`src/rtl/bcd_code_tx_if.sv`:
```
// rtl/bcd_code_tx_if.sv - request/serial-status bundle for the BCD code transmitter
interface bcd_code_tx_if;
  logic       start;
  logic [7:0] code;
  logic       tx;
  logic       busy;
  logic       done;
  logic       err;

  modport master (output start, code, input tx, busy, done, err);
  modport slave  (input start, code, output tx, busy, done, err);
endinterface

```
`src/rtl/bcd_code_tx.sv`:
```
// rtl/bcd_code_tx.sv - serialises a two-digit BCD code as start, 8 data LSB-first, parity, stop
module bcd_code_tx #(
  parameter int CLKS_PER_BIT = 4,
  parameter bit PARITY_EVEN  = 1'b1
) (
  input  logic clk,
  input  logic reset_n,
  bcd_code_tx_if.slave bus
);

  typedef enum logic [2:0] {IDLE, START, DATA, PARITY, STOP} state_t;

  localparam logic [7:0] LAST_CNT = 8'(CLKS_PER_BIT - 1);

  state_t     state, state_nx;
  logic [7:0] cnt, cnt_nx;
  logic [2:0] bit_idx, bit_idx_nx;
  logic [7:0] shreg, shreg_nx;
  logic       par, par_nx;
  logic       tx_q, busy_q, done_q, err_q;
  logic       tx_nx, busy_nx, done_nx, err_nx;
  logic       bit_end;
  logic       code_ok;

  assign bit_end = (cnt == LAST_CNT);
  assign code_ok = (bus.code[7:4] <= 4'd9) && (bus.code[3:0] <= 4'd9);

  always_comb begin
    state_nx   = state;
    cnt_nx     = cnt;
    bit_idx_nx = bit_idx;
    shreg_nx   = shreg;
    par_nx     = par;
    tx_nx      = tx_q;
    busy_nx    = busy_q;
    done_nx    = 1'b0;
    err_nx     = 1'b0;
    case (state)
      IDLE: begin
        tx_nx      = 1'b1;
        busy_nx    = 1'b0;
        cnt_nx     = 8'd0;
        bit_idx_nx = 3'd0;
        if (bus.start) begin
          if (code_ok) begin
            shreg_nx = bus.code;
            par_nx   = (^bus.code) ^ ~PARITY_EVEN;
            state_nx = START;
            tx_nx    = 1'b0;
            busy_nx  = 1'b1;
          end else begin
            err_nx = 1'b1;
          end
        end
      end
      START: begin
        if (bit_end) begin
          cnt_nx   = 8'd0;
          state_nx = DATA;
          tx_nx    = shreg[0];
        end else begin
          cnt_nx = cnt + 8'd1;
        end
      end
      DATA: begin
        if (bit_end) begin
          // shreg[0] is always the bit currently on the line
          cnt_nx   = 8'd0;
          shreg_nx = {1'b0, shreg[7:1]};
          if (bit_idx == 3'd7) begin
            state_nx = PARITY;
            tx_nx    = par;
          end else begin
            bit_idx_nx = bit_idx + 3'd1;
            tx_nx      = shreg[1];
          end
        end else begin
          cnt_nx = cnt + 8'd1;
        end
      end
      PARITY: begin
        if (bit_end) begin
          cnt_nx   = 8'd0;
          state_nx = STOP;
          tx_nx    = 1'b1;
        end else begin
          cnt_nx = cnt + 8'd1;
        end
      end
      STOP: begin
        if (bit_end) begin
          cnt_nx   = 8'd0;
          state_nx = IDLE;
          tx_nx    = 1'b1;
          busy_nx  = 1'b0;
          done_nx  = 1'b1;
        end else begin
          cnt_nx = cnt + 8'd1;
        end
      end
      default: begin
        state_nx = IDLE;
        tx_nx    = 1'b1;
        busy_nx  = 1'b0;
      end
    endcase
  end

  always_ff @(posedge clk) begin
    if (!reset_n) begin
      state   <= IDLE;
      cnt     <= 8'd0;
      bit_idx <= 3'd0;
      shreg   <= 8'd0;
      par     <= 1'b0;
      tx_q    <= 1'b1;
      busy_q  <= 1'b0;
      done_q  <= 1'b0;
      err_q   <= 1'b0;
    end else begin
      state   <= state_nx;
      cnt     <= cnt_nx;
      bit_idx <= bit_idx_nx;
      shreg   <= shreg_nx;
      par     <= par_nx;
      tx_q    <= tx_nx;
      busy_q  <= busy_nx;
      done_q  <= done_nx;
      err_q   <= err_nx;
    end
  end

  assign bus.tx   = tx_q;
  assign bus.busy = busy_q;
  assign bus.done = done_q;
  assign bus.err  = err_q;

endmodule

```
`src/flat_wrapper.sv`:
```
// flat-port wrapper written by rule: the top's interface ports become plain ports
module bcd_code_tx_flat 
#(
  parameter int CLKS_PER_BIT = 4,
  parameter bit PARITY_EVEN  = 1'b1
)
  (clk, reset_n, bus_start, bus_code, bus_tx, bus_busy, bus_done, bus_err);
  bcd_code_tx_if bus_i ();
  input  logic clk;
  input  logic reset_n;
  input wire logic [$bits(bus_i.start)-1:0] bus_start;
  input wire logic [$bits(bus_i.code)-1:0] bus_code;
  output wire logic [$bits(bus_i.tx)-1:0] bus_tx;
  output wire logic [$bits(bus_i.busy)-1:0] bus_busy;
  output wire logic [$bits(bus_i.done)-1:0] bus_done;
  output wire logic [$bits(bus_i.err)-1:0] bus_err;
  assign bus_i.start = bus_start;
  assign bus_i.code = bus_code;
  assign bus_tx = bus_i.tx;
  assign bus_busy = bus_i.busy;
  assign bus_done = bus_i.done;
  assign bus_err = bus_i.err;
  bcd_code_tx #(.CLKS_PER_BIT(CLKS_PER_BIT), .PARITY_EVEN(PARITY_EVEN)) u_core (.clk(clk), .reset_n(reset_n), .bus(bus_i));
endmodule
```
`config.mk`:
```
export PLATFORM = sky130hd
export DESIGN_NAME = bcd_code_tx_flat
export DESIGN_NICKNAME = d
export VERILOG_FILES = /design/src/rtl/bcd_code_tx_if.sv /design/src/rtl/bcd_code_tx.sv /design/src/flat_wrapper.sv
export SDC_FILE = /design/constraint.sdc
export NUM_CORES = 1
export LEC_CHECK = 0
export ABC_AREA = 1
export CAP_MARGIN = 20
export CELL_PAD_IN_SITES_DETAIL_PLACEMENT = 1
export CELL_PAD_IN_SITES_GLOBAL_PLACEMENT = 2
export CORE_MARGIN = 3
export CORE_UTILIZATION = 35
export DETAILED_ROUTE_END_ITERATION = 16
export HOLD_SLACK_MARGIN = 0.05
export PLACE_DENSITY_LB_ADDON = 0.1
export SLEW_MARGIN = 5
export SYNTH_ARGS = -nofsm -noshare
export SYNTH_HDL_FRONTEND = slang
export SYNTH_SLANG_ARGS = --single-unit
```
`constraint.sdc`:
```
create_clock -name clk -period 2 [get_ports clk]
set_input_delay 0.3 -clock clk [delete_from_list [all_inputs] [get_ports clk]]
set_output_delay 0.3 -clock clk [all_outputs]
set_load 0.05 [all_outputs]
```
==> results by group <==
Outcome
  – Status: finished, final reports clean

Floorplan
  – Die Wd: 75.1 um
  – Initial Utilization: 0.373
  – Die Ht: 75.1 um
  – Die area: 0.00563 mm2
  – Row cnt: 24
  – Core box area: 0.00447 mm2
  – I/O pin cnt: 15

Detailed routing
  – DRT antenna net count: 0
  – WL final: 3.71 mm
  – Avg WL per Cell: 12.3 um
  – Vias after detailed routing: 1436
  – DR iter-0 viols: 40
  – Vias/cell: 4.75
  – Post-route DRC: 0
  – TritonRoute pass-1 iters: 4

Synthesis
  – Sequential area share after synthesis: 0.324
  – Async S/R FF share, synth: 0
  – Synth area leader: dfxtp_1
  – Yosys reg bits: 27
  – Syn avg cell area: 7.13 um2
  – EDFF count, synth: 0
  – Synth area leaders: dfxtp_1 (32%), nand2_1 (11%), ha_1 (8.2%)
  – Top_reg_cell synth: dfxtp_1
  – Netlist Area Pre-Place: 0.00167 mm2
  – Syn Nets: 256
  – Synth Warn #: 0
  – Synth cell types: 34
  – Synth top area share: 0.324
  – Synthesized instance count: 234

Timing
  – Fin Hold WS: 0.477 ns
  – Final cycle utilization of the critical path: 0.867
  – Final count of negative-setup-slack endpoints: 0
  – Max Transition Viols Final: 0
  – RSZ-0062 raised after global routing: false
  – Slew margin rel.: 0.621
  – Max Clock Skew: 0.00292 ns
  – Fin crit period: 1.73 ns
  – Final count of hold timing violations: 0
  – Setup WS post-layout: 0.267 ns
  – Max Freq: 577 MHz
  – Worst Max-Slew Pin Slew: 0.569 ns
  – Setup TNS: 0 ns

CTS
  – CTS Hold Buffers Added: 0
  – Postcts setup bufs: 0
  – Resized cells post-CTS: 0
  – Total CTS buffers: 3
  – Max Root-Sink Buffers: 2
  – TritonCTS clock tree: done
  – Clock latency on the worst-skew pair: 0.27 ns
  – Clk sinks: 27
  – CTS clock-pin slew for the worst setup and hold paths: 0.10 ns
  – Clock root cell: clkbuf_8
  – H-tree lvl count: 1

Cells and area
  – Commonest cells after routing, fill and taps aside: nand2_1 (51), dfxtp_1 (27), nor2_1 (26), inv_1 (25), nand3_1 (20)
  – Share of cells above drive strength 1: 0.140
  – Nets: 273
  – # diodes: 0
  – Syn-to-layout area delta: 14.1%
  – Most common cell after layout, fill and taps aside: nand2_1
  – Final Cell Area: 0.00190 mm2
  – Fin util: 0.426

Global route
  – First-pass GRT wire length: 6.28 mm
  – Vias in the first global route: 1431
  – Pin count of the biggest net entering global routing: 16
  – Gr ovfl total: 0
  – Total track usage: 0.142
  – Initial antenna violation count: 0

Critical path
  – Crit Path Max Fanout: 2
  – Startpoint Class: flip-flop
  – Req. time, crit path: 1.70 ns
  – Worst path buffer plus inverter count: 1
  – Slowest CP cell: clkdlybuf4s50_1
  – Crit path cell chain: clkdlybuf4s50_1
  – Crit-path leading delay family: buffers and inverters
  – CP Capture Type: output pin
  – Critical path class: reg -> out
  – CP arrival: 1.43 ns
  – CP max stage delay: 0.81 ns

Power and ir drop
  – LEAKAGE: 0.864 nW
  – Cell Pwr Density: 880 mW/mm2
  – Peak VDD IR: 0.397 mV

Place
  – GP Congestion: 0.738
  – Place WS: 0.0231 ns
  – HPWL Detailed: 2.90 mm
  – Placed Area: 0.00186 mm2
  – PortBufs: 14

Flow run
  – Max-capacitance violation count: 0

Worst hold path
  – Min-delay worst type: reg -> reg
## report_power, final
group	total, mW	internal, mW	switching (mW)
Combinational	0.697	0.255	0.442
Sequential	0.653	0.605	0.0482
Clock	0.325	0.140	0.185
## path summary, 6_finish.rpt
path / startpoint / endpoint / slack (ns) / depth (start not counted)
worst max-delay path: u_core.bus.busy / bus_busy / 0.27 / 1
worst min-delay path: u_core.bit_idx[2] / u_core.bit_idx[2] / 0.48 / 2
worst max register to register: u_core.state[2] / u_core.shreg[0] / 0.38 / 8
worst min register to register: u_core.bit_idx[2] / u_core.bit_idx[2] / 0.48 / 2
## worst reg2reg max path, delay by kind of cell, from the launching register on
| family | cells | cell delay, ns |
|---|---|---|
| buffers and inverters | 2 | 0.24 |
| DFF | 1 | 0.37 |
| and+or+nand+nor | 6 | 0.91 |
## synthesized netlist by cell type, types with 3 or more instances
library cell   n
nor3_1         3
nand2_2        3
nor2_4         3
nand2_1       51
inv_2          9
dfxtp_1       27
nand3_1       20
nor2_1        26
nand2_4        5
inv_1         25
o21ai_0       12
ha_1          11
a21oi_1       11
## state kept, by name, summed over array words and instances, names as in the netlist
name,count
u_core.cnt,8
u_core.shreg,8
u_core.bit_idx,3
u_core.state,3
u_core.bus.busy,1
u_core.bus.done,1
u_core.bus.err,1
u_core.bus.tx,1
u_core.par,1
## layer usage
layer	share of wire	GRT usage	vias to the layer above	wire, um
li1	-	-	770	-
met1	0.52	0.194	650	1920
met2	0.46	0.239	14	1690
met3	0.023	0.0174	2	87
met4	0.0040	0.0296	0	15
met5	0	0	-	0
## layout make-up
class	instances	area, um2
Clock inverter	1	5.00
Clock buffer	3	41.3
Inverter	35	134
Timing Repair Buffer	17	163
Fill cell	579	2570
Multi-Input combinational cell	167	956
Tap cell	52	65.1
Sequential cell	27	541
## logic make-up after synthesis
kind of cell / after synthesis / synth area share
buffers and inverters: 40 / 0.103
xor gates and xnor gates: 4 / 0.0210
AOI/OAI and AO/OA: 30 / 0.104
DFF: 27 / 0.324
adders and majority gates: 11 / 0.0825
and+or+nand+nor: 122 / 0.365
## per-stage QoR
stage / cells / power (mW)
after floorplan: 234 / 1.21
after global placement: 298 / 1.37
after detailed placement: 298 / 1.37
after CTS: 302 / 1.70
after global routing: 302 / 1.82
final: 302 / 1.68
(Power assumes the default switching activity.)
